--- src/rtl/matmul_pkg.sv ---
// Types and helpers shared by the matmul datapath blocks (feed side and drain side).
package matmul_pkg;

    typedef enum logic {IDLE = 1'b0, RUN = 1'b1} state_t;

    localparam int unsigned C_M      = 64;
    localparam int unsigned C_N      = 64;
    localparam int unsigned C_ADDR_W = $clog2(C_M * C_N);

    // q sits above sat, so a size cast to OUT_W+1 bits yields {q[OUT_W-1:0], sat}.
    typedef struct packed {
        logic signed [63:0] q;
        logic               sat;
    } quant_t;

    // Rounding arithmetic right shift followed by signed clamp to out_w bits.
    // Inputs narrower than 64 bits are sign-extended by the caller, so the rounding
    // add cannot overflow for accumulators up to 63 bits.
    function automatic quant_t quantize(input logic signed [63:0] acc,
                                        input int unsigned        shift,
                                        input int unsigned        out_w);
        logic signed [63:0] t;
        logic signed [63:0] q;
        logic signed [63:0] q_max;
        logic signed [63:0] q_min;
        quant_t             r;
        t     = acc + ((shift > 0) ? (64'sd1 <<< (shift - 1)) : 64'sd0);
        q     = t >>> shift;
        q_max = (64'sd1 <<< (out_w - 1)) - 64'sd1;
        q_min = -(64'sd1 <<< (out_w - 1));
        r.sat = 1'b1;
        if (q > q_max) begin
            r.q = q_max;
        end else if (q < q_min) begin
            r.q = q_min;
        end else begin
            r.q   = q;
            r.sat = 1'b0;
        end
        return r;
    endfunction

endpackage

--- src/rtl/sync_fifo.sv ---
// Small single-clock FIFO with fall-through head; pushes when full and pops when
// empty are ignored. DEPTH must be a power of two.
module sync_fifo #(
    parameter int unsigned WIDTH = 8,
    parameter int unsigned DEPTH = 4
) (
    input  logic             clk,
    input  logic             rst_n,
    input  logic             push_i,
    input  logic             pop_i,
    input  logic [WIDTH-1:0] din_i,
    output logic [WIDTH-1:0] dout_o,
    output logic             full_o,
    output logic             empty_o
);

    localparam int unsigned AW = $clog2(DEPTH);

    logic [WIDTH-1:0] mem_q [DEPTH];
    logic [AW-1:0]    wr_ptr_q;
    logic [AW-1:0]    rd_ptr_q;
    logic [AW:0]      count_q;
    logic             do_push;
    logic             do_pop;

    assign full_o  = (count_q == (AW+1)'(DEPTH));
    assign empty_o = (count_q == '0);
    assign do_push = push_i && !full_o;
    assign do_pop  = pop_i && !empty_o;
    // Head is read combinationally so the consumer sees it in the same cycle.
    assign dout_o  = mem_q[rd_ptr_q];

    always_ff @(posedge clk) begin
        if (do_push) begin
            mem_q[wr_ptr_q] <= din_i;
        end
    end

    always_ff @(posedge clk or negedge rst_n) begin
        if (!rst_n) begin
            wr_ptr_q <= '0;
            rd_ptr_q <= '0;
            count_q  <= '0;
        end else begin
            if (do_push) wr_ptr_q <= wr_ptr_q + AW'(1);
            if (do_pop)  rd_ptr_q <= rd_ptr_q + AW'(1);
            case ({do_push, do_pop})
                2'b10:   count_q <= count_q + (AW+1)'(1);
                2'b01:   count_q <= count_q - (AW+1)'(1);
                default: count_q <= count_q;
            endcase
        end
    end

endmodule

--- src/rtl/result_writer.sv ---
// Drain end of the matmul datapath: requantizes accumulator results, buffers them
// and writes them row-major into C memory through a granted write port.
module result_writer
    import matmul_pkg::*;
#(
    parameter int unsigned M          = C_M,
    parameter int unsigned N          = C_N,
    parameter int unsigned ACC_WIDTH  = 32,
    parameter int unsigned OUT_WIDTH  = 8,
    parameter int unsigned SHIFT      = 4,
    parameter int unsigned FIFO_DEPTH = 4
) (
    input  logic                        clk,
    input  logic                        rst_n,
    input  logic                        start,
    input  logic                        in_valid,
    input  logic signed [ACC_WIDTH-1:0] in_data,
    output logic                        in_ready,
    output logic                        mem_we,
    output logic [$clog2(M*N)-1:0]      mem_addr,
    output logic [OUT_WIDTH-1:0]        mem_din,
    input  logic                        mem_gnt,
    output logic                        busy,
    output logic                        done,
    output logic                        drop_err,
    output logic [15:0]                 sat_count
);

    localparam int unsigned TOTAL  = M * N;
    localparam int unsigned ADDR_W = $clog2(M * N);
    localparam int unsigned CNT_W  = $clog2(TOTAL + 1);
    localparam int unsigned QW     = OUT_WIDTH + 1;

    state_t                 state_q, state_d;
    logic [CNT_W-1:0]       accepted_q, accepted_d;
    logic [ADDR_W-1:0]      addr_q, addr_d;
    logic                   we_q, we_d;
    logic [OUT_WIDTH-1:0]   din_q, din_d;
    logic                   done_q, done_d;
    logic                   drop_q, drop_d;
    logic [15:0]            sat_q, sat_d;

    logic                   push, pop, grant, last_grant;
    logic                   fifo_full, fifo_empty;
    logic [OUT_WIDTH-1:0]   fifo_dout;
    logic [OUT_WIDTH-1:0]   push_data;
    logic                   push_sat;

    assign {push_data, push_sat} = QW'(quantize(64'(in_data), SHIFT, OUT_WIDTH));

    assign in_ready   = (state_q == RUN) && !fifo_full && (accepted_q < CNT_W'(TOTAL));
    assign push       = in_valid && in_ready;
    assign grant      = we_q && mem_gnt;
    assign last_grant = grant && (addr_q == ADDR_W'(TOTAL - 1));
    // Output register refills whenever it is empty or its write is leaving this cycle.
    assign pop        = (state_q == RUN) && !fifo_empty && (!we_q || grant);

    sync_fifo #(
        .WIDTH (OUT_WIDTH),
        .DEPTH (FIFO_DEPTH)
    ) u_fifo (
        .clk     (clk),
        .rst_n   (rst_n),
        .push_i  (push),
        .pop_i   (pop),
        .din_i   (push_data),
        .dout_o  (fifo_dout),
        .full_o  (fifo_full),
        .empty_o (fifo_empty)
    );

    always_comb begin
        state_d    = state_q;
        accepted_d = accepted_q;
        addr_d     = addr_q;
        we_d       = we_q;
        din_d      = din_q;
        done_d     = 1'b0;
        drop_d     = drop_q;
        sat_d      = sat_q;
        case (state_q)
            IDLE: begin
                if (start) begin
                    state_d    = RUN;
                    accepted_d = '0;
                    addr_d     = '0;
                    sat_d      = '0;
                    drop_d     = 1'b0;
                end
            end
            RUN: begin
                if (push) begin
                    accepted_d = accepted_q + CNT_W'(1);
                    if (push_sat && (sat_q != 16'hFFFF)) sat_d = sat_q + 16'd1;
                end
                if (in_valid && !in_ready) drop_d = 1'b1;
                if (grant) begin
                    we_d = 1'b0;
                    if (!last_grant) addr_d = addr_q + ADDR_W'(1);
                end
                if (pop) begin
                    we_d  = 1'b1;
                    din_d = fifo_dout;
                end
                if (last_grant) begin
                    done_d  = 1'b1;
                    state_d = IDLE;
                end
            end
            default: state_d = IDLE;
        endcase
    end

    always_ff @(posedge clk or negedge rst_n) begin
        if (!rst_n) begin
            state_q    <= IDLE;
            accepted_q <= '0;
            addr_q     <= '0;
            we_q       <= 1'b0;
            din_q      <= '0;
            done_q     <= 1'b0;
            drop_q     <= 1'b0;
            sat_q      <= '0;
        end else begin
            state_q    <= state_d;
            accepted_q <= accepted_d;
            addr_q     <= addr_d;
            we_q       <= we_d;
            din_q      <= din_d;
            done_q     <= done_d;
            drop_q     <= drop_d;
            sat_q      <= sat_d;
        end
    end

    assign mem_we    = we_q;
    assign mem_addr  = addr_q;
    assign mem_din   = din_q;
    assign busy      = (state_q == RUN);
    assign done      = done_q;
    assign drop_err  = drop_q;
    assign sat_count = sat_q;

endmodule

--- config.mk ---
export PLATFORM = sky130hd
export DESIGN_NAME = result_writer
export DESIGN_NICKNAME = d
export VERILOG_FILES = /design/src/rtl/matmul_pkg.sv /design/src/rtl/sync_fifo.sv /design/src/rtl/result_writer.sv
export SDC_FILE = /design/constraint.sdc
export NUM_CORES = 1
export LEC_CHECK = 0
export CAP_MARGIN = 15
export CORE_ASPECT_RATIO = 0.8
export CORE_UTILIZATION = 40
export DETAILED_ROUTE_END_ITERATION = 12
export HOLD_SLACK_MARGIN = 0.03
export REMOVE_ABC_BUFFERS = 1
export SLEW_MARGIN = 40
export SYNTH_ARGS = -nofsm -noshare
export SYNTH_HDL_FRONTEND = slang
export SYNTH_HIERARCHICAL = 1
export SYNTH_SLANG_ARGS = --single-unit
--- constraint.sdc ---
create_clock -name clk -period 2.5 [get_ports clk]
set_input_delay 0.5 -clock clk [delete_from_list [all_inputs] [get_ports clk]]
set_output_delay 0.5 -clock clk [all_outputs]
set_load 0.01 [all_outputs]
# --- After elaboration in Yosys (flattened, before gate mapping) ---
# Memories as Yosys holds them, arrays and structs flattened. A register that Yosys moved wholly into a read port is not among the register bits.
# Index checks and enable logic that the tools add are counted.
# Widths: inputs -> output; s select.
op_classes:
  reduce_logical: 26
  n_lt_le_gt_ge: 3
  n_bitwise: 1
  n_mux: 28
  multipliers: 0
  n_eq_ne: 11
  n_div: 0
  n_addsub: 8
  shifts: 0
op_table:
  columns: ["cell", "n"]
  rows:
  - ["$mux 16", 3]
  - ["$mux 12", 3]
  - ["$add 32x5->33 const B", 1]
  - ["$pmux 16 s2", 1]
  - ["$gt 29x8->1 const B", 1]
  - ["$lt 29x8->1 const B", 1]
  - ["$mux 13", 2]
  - ["$pmux 13 s2", 1]
  - ["$pmux 12 s2", 1]
  - ["$add 16x1->16 const B", 1]
  - ["$mux 8", 2]
  - ["$ne 16x16->1 const B", 1]
  - ["$add 13x1->13 const B", 1]
  - ["$lt 13x13->1 const B", 1]
  - ["$add 12x1->12 const B", 1]
  - ["$eq 12x12->1 const B", 1]
  - ["$mux 1", 12]
  - ["$logic_and 1x1->1", 11]
  - ["$ne 2x1->1 const B", 4]
  - ["$reduce_and 2->1", 4]
  - ["$pmux 3 s2", 1]
  - ["$reduce_and 3->1", 2]
  - ["$logic_not 1->1", 5]
  - ["$add 2x1->2 const B", 2]
  - ["11 further kinds", 14]
word_totals:
  latch_bits: 0
  mem_bits_ro: 0
  n_memories: 1
  wordCells: 88
  regBits: 52
  output_inout_bits: 41
  ram_bits: 32
  input_bits: 37
memory_table:
  columns: ["memory", "words", "width", "read_ports", "rd_ports_with_merged_regs", "write_ports", "line_no", "source"]
  rows:
  - ["u_fifo.mem_q", 4, 8, 1, 1, 1, "sync_fifo.sv:19", "logic [WIDTH-1:0] mem_q [DEPTH];"]

# --- Longest topological paths before layout ---
depth:
  depth_word: 8
  mapped_depth: 12
  depth_no_buf: 12

# --- Hierarchy ---
# Netlist, hierarchy kept.
by_module_without_submodules:
  columns: ["mod", "area_each_um2", "cells_per_inst", "n_inst", "seq_area_each_um2"]
  rows:
  - ["result_writer", 3507.1, 400, 1, 1326.3]
  - ["sync_fifo", 1592.8, 79, 1, 1136.1]

# --- Least setup slack after synthesis ---
# Ideal clock, no wire load.
synth_path:
  path_type: "input-to-reg"
  startpoint: "in in_data[3]"
  endpoint: "mem u_fifo.mem_q[0][1] (data pin)"
  setup_time_ps: 289
  n_path_buf: 1
  setup_slack_ps: -468
  required_time_ps: 2211
  t_arrival_ps: 2679
  path_stages: 10
  cell_sequence: "ha_1 nand4_2 or2_1 clkbuf_1 o21ai_0 nand2_1 a2111oi_1 nand3_1 nand2b_1 o21ai_0"
synth_via:
  elab_chain_cells: 4
  word_cells_on_any_way: 5
  cone_classes: "1 x add/sub; 2 x order compare; 2 x mux"
synth_lines:
  columns: ["element", "line_no", "source"]
  rows:
  - ["start: declaration", "result_writer.sv:17", "input logic signed [ACC_WIDTH-1:0] in_data,"]
  - ["$add 32x5->33 *", "matmul_pkg.sv:27", "t = acc + ((shift > 0) ? (64'sd1 <<< (shift - 1)) : 64'sd0);"]
  - ["$lt 29x8->1", "matmul_pkg.sv:34", "end else if (q < q_min) begin"]
  - ["$mux 8", "matmul_pkg.sv:34", null]
  - ["$mux 8 *", "matmul_pkg.sv:32", "if (q > q_max) begin"]
  - ["via push_data[1]", "result_writer.sv:46", "logic [OUT_WIDTH-1:0] push_data;"]
  - ["end: declaration", "sync_fifo.sv:19", null]
# The timed path passes the listed nets; every way through them passes the cells marked *.

# --- Worst setup path after layout ---
layout_path:
  startpoint: "in in_data[3]"
  endpoint: "reg sat_q[15] (netlist: sat_count[15])"
layout_via:
  elab_chain_cells: 7
  word_cells_on_any_way: 8
  cone_classes: "1 x add/sub; 2 x order compare; 1 x eq/ne; 2 x mux; 2 x reduce/logical"
layout_lines:
  columns: ["element", "line_no", "source"]
  rows:
  - ["$add 32x5->33 *", "matmul_pkg.sv:27", null]
  - ["$lt 29x8->1", "matmul_pkg.sv:34", null]
  - ["$mux 1", "matmul_pkg.sv:34", null]
  - ["$mux 1 *", "matmul_pkg.sv:32", null]
  - ["$logic_and 1x1->1 *", "result_writer.sv:94", "if (push_sat && (sat_q != 16'hFFFF)) sat_d = sat_q + 16'd1;"]
  - ["$ne 2x1->1 (no source line) *", null, null]
  - ["$reduce_and 3->1 (no source line) *", null, null]
  - ["end signal: assignment", "result_writer.sv:132", "sat_q <= sat_d;"]
  - ["end: declaration", "result_writer.sv:41", "logic [15:0] sat_q, sat_d;"]
# Every way passes the cells marked *; elsewhere a longest branch is shown, timed or not.
# A chain may end at the register's enable or synchronous reset.

==> metrics <==
status finished, violations left; failing checks setup timing; Cells after Synth 479; total iterations of the first detailed-routing run 4; first-pass GRT wire length 23000 µm; drt total wl approximately 14000 µm; Min Hold Slack about 140 ps; vias 4547; critical path class in -> reg; clk_skew 7.44 ps; antenna violations before repair 0; final antenna-violating net count 0; initial drt markers 159; wire per inst 16.8 µm; area of the die around 13000 µm²; largest net degree at the start of global routing 61; Least-Margin Pin Slew ~600 ps; Syn Std Cell Area 5100 µm²; drt drc 0; Slew HR 60.1%; CTS tree built; Clock Path Buffers 2; CTS Sinks 92; Max Cap Violations 0; sequential area share after synthesis 48.3%; IO Pins between 70 and 80; fmax slightly below 400 MHz; Peak VDD IR 0.536 mV; H-tree levels 3; setup ws final -43.7 ps; clock transition at the registers of the reported paths 70 ps; Hold Fails Final Rpt 0; placement row count 36; area of the core 12300 µm²; Post-synth EDFFs 32; Final Cycle Share 102%; crit path time final ~2500 ps; Async SR Flop Fraction 65.2%; min-delay worst type in -> async; RSZ-0062 raised after global routing yes; Area Growth Syn to Fin 53.3%; CP max FO 7; FF+latch count, synth 92; Req. time, crit path 2770 ps; Setup Viol. Count Final 10; share of layout cells above drive strength 1 39.4%; Num CTS Buffers 9; Placement Setup Slack -1300 ps; slowest CP cell or4b_1; Post-Syn Area per Cell 10.6 µm²; Routability Congestion 0.902; antenna cells 0; nets around 720; Yosys cell types 71; final slew viol count 0; CP max stage delay 460 ps; CP top delay family simple AND/OR/NAND/NOR gates; Root Driver clkbuf_16; CP endpoint kind register; number of global-route vias before repair ~4600; Clk Latency, worst-skew pair 340 ps; Vert. Die Dim 103 µm; yosys warns 6; width of the die 128 µm; GRT overflow 0; most used cell, CP buf_6; post-DP HPWL slightly below 10000 µm; PwrDens around 700 nW/µm²; Initial Util 41.5%; GRT Util Overall 22.4%; Setup crit start kind input pin; CP Cell Sequence buf_6 -> nand4_1 -> buf_4 -> nor2_4 -> buf_6 -> nand3_4 -> mux2i_4 -> a2111oi_4 -> buf_4 -> and3_4 -> buf_6 -> or4b_1 -> a21oi_1; Buffers on Ports 74; Pleak between 3 and 4 nW; drt via density 5.37; Worst Path Buf+Inv 5; data arrival time of the worst path 2810 ps; ys flop type dfrtp_1
==> per-stage QoR <==
| stage | instances | setup TNS [ps] | instance area, µm² | total power, mW | util [%] |
|---|---|---|---|---|---|
| 2_1_floorplan | 464 | -13780 | 5020 | 3.28 | - |
| 3_3_place_gp | 810 | -46330 | 6740 | 4.11 | 54.8 |
| 3_5_place_dp | 810 | -48980 | 6740 | 4.18 | 54.8 |
| 4_1_cts | 842 | 0 | 7550 | 5.57 | 61.4 |
| 5_1_grt | 846 | -2390 | 7820 | 5.91 | 63.6 |
| 6_report | 846 | -138 | 7820 | 5.55 | 63.6 |
==> synth_stat cells, drive strengths merged (2+ instances only) <==
cell type	number	area, µm²
buf	5	42.5
nand3	36	190
nand2b	9	56.3
xor2	21	184
or3	5	31.3
a311oi	3	26.3
o21ai	17	85.1
and3	14	92.6
edfxtp	32	961
nand2	49	184
nand4	13	87.6
o21a	2	15.0
a31o	4	35.0
mux4	8	180
dfrtp	60	1500
mux2i	15	150
a2111oi	3	27.5
nor4	11	87.6
a21oi	10	50.1
a31oi	3	18.8
nor3	14	75.1
nor2	34	128
xnor2	14	123
ha	9	113
o31ai	2	15.0
clkbuf	10	37.5
o41ai	2	17.5
or4	5	37.5
and4	4	35.0
o31a	2	18.8
inv	19	71.3
and2	7	48.8
nor3b	3	33.8
mux2	10	116
and4b	2	20.0
nor2b	2	20.0
or2	4	25.0
==> layout by cell type (no fill, tap or decap), types with 4 or more instances in the layout <==
master and n:
buf_4 103, dfrtp_1 60, nand2_1 47, clkdlybuf4s50_1 46, edfxtp_1 32, nor2_1 30
nand3_1 24, buf_6 22, inv_1 19, xor2_1 19, mux2i_1 14, nand4_1 12
xnor2_1 12, and3_1 11, mux2_2 9, clkbuf_16 9, nand3_2 8, nor4_4 8
o21ai_0 8, nor3_1 8, nand2b_1 8, ha_1 8, mux4_2 8, a21oi_1 7
buf_2 6, o21ai_4 5, clkbuf_2 5, dlygate4sd2_1 5, nand3_4 4, nor3_2 4
o21ai_1 4, buf_8 4, and2_2 4
==> kinds of logic after synthesis <==
family / after synthesis / share of synthesized area, %
muxes: 33 / 8.76
adders and majority gates: 10 / 2.60
xor gates and xnor gates: 35 / 6.01
and+or+nand+nor: 216 / 23.3
buffers and inverters: 34 / 2.97
DFF: 92 / 48.3
AOI/OAI and AO/OA: 59 / 8.07
==> sequential cells by signal (all words and copies together), names as in the netlist <==
name / flops
mem_addr: 12
u_fifo/rd_ptr_q: 2
u_fifo/mem_q: 32
accepted_q: 13
mem_din: 8
drop_err: 1
u_fifo/count_q: 3
mem_we: 1
busy: 1
u_fifo/wr_ptr_q: 2
done: 1
sat_count: 16
==> worst reg2reg max path: stages (launching register included) <==
cell and delay, ps:
dfrtp_1 420, and3_1 200, and3_1 220, nand3_1 130, nor2_1 80, a31o_2 270
or3_1 360, or4b_1 500, a21oi_1 130
==> layer usage <==
metal  vias up  wire length, µm  global-route usage [%]  share of wire [%]
met5         -                0                       0                  0
met4         0              261                    6.70                1.8
met3        31              641                    4.46                4.5
met2       119             6880                    37.0                 48
met1      2237             6460                    30.1                 45
li1       2160                -                       -                  -
==> report_power, final <==
group	total (mW)	internal (mW)	switching (mW)	leakage (nW)
registers	2.31	1.97	0.348	1.05
clock network	1.29	0.691	0.600	0.144
logic	1.95	1.10	0.852	2.10
==> worst paths after layout <==
path                              start       endpoint  slack, ps  cells after the start
max in group asynchronous         rst_n   sat_count[0]       2070                      2
max reg2reg                sat_count[8]  sat_count[15]        120                      8
max                          in_data[3]  sat_count[15]        -40                     13
min reg2reg                    drop_err       drop_err        480                      2
min                               rst_n     mem_din[2]        140                      2
min in group clk               drop_err       drop_err        480                      2
==> final cells by class <==
cell class | instances | area (µm²)
sequential | 92 | 2460
inverter | 19 | 71.3
tap | 171 | 214
fill | 972 | 4480
timing repair buffer | 194 | 1690
clock buffer | 9 | 225
clock inverter | 7 | 58.8
multi-input combinational | 354 | 3100
==> timing repair <==
action | 4_1_cts | 5_1_grt
setup endpoints to repair | 44 | 45
setup buffers | 17 | 6
hold buffers | 0 | 0
gates resized for setup | 184 | 54
pin swaps | 40 | 35
gates cloned | 1 | 0
(Power assumes the default switching activity.)
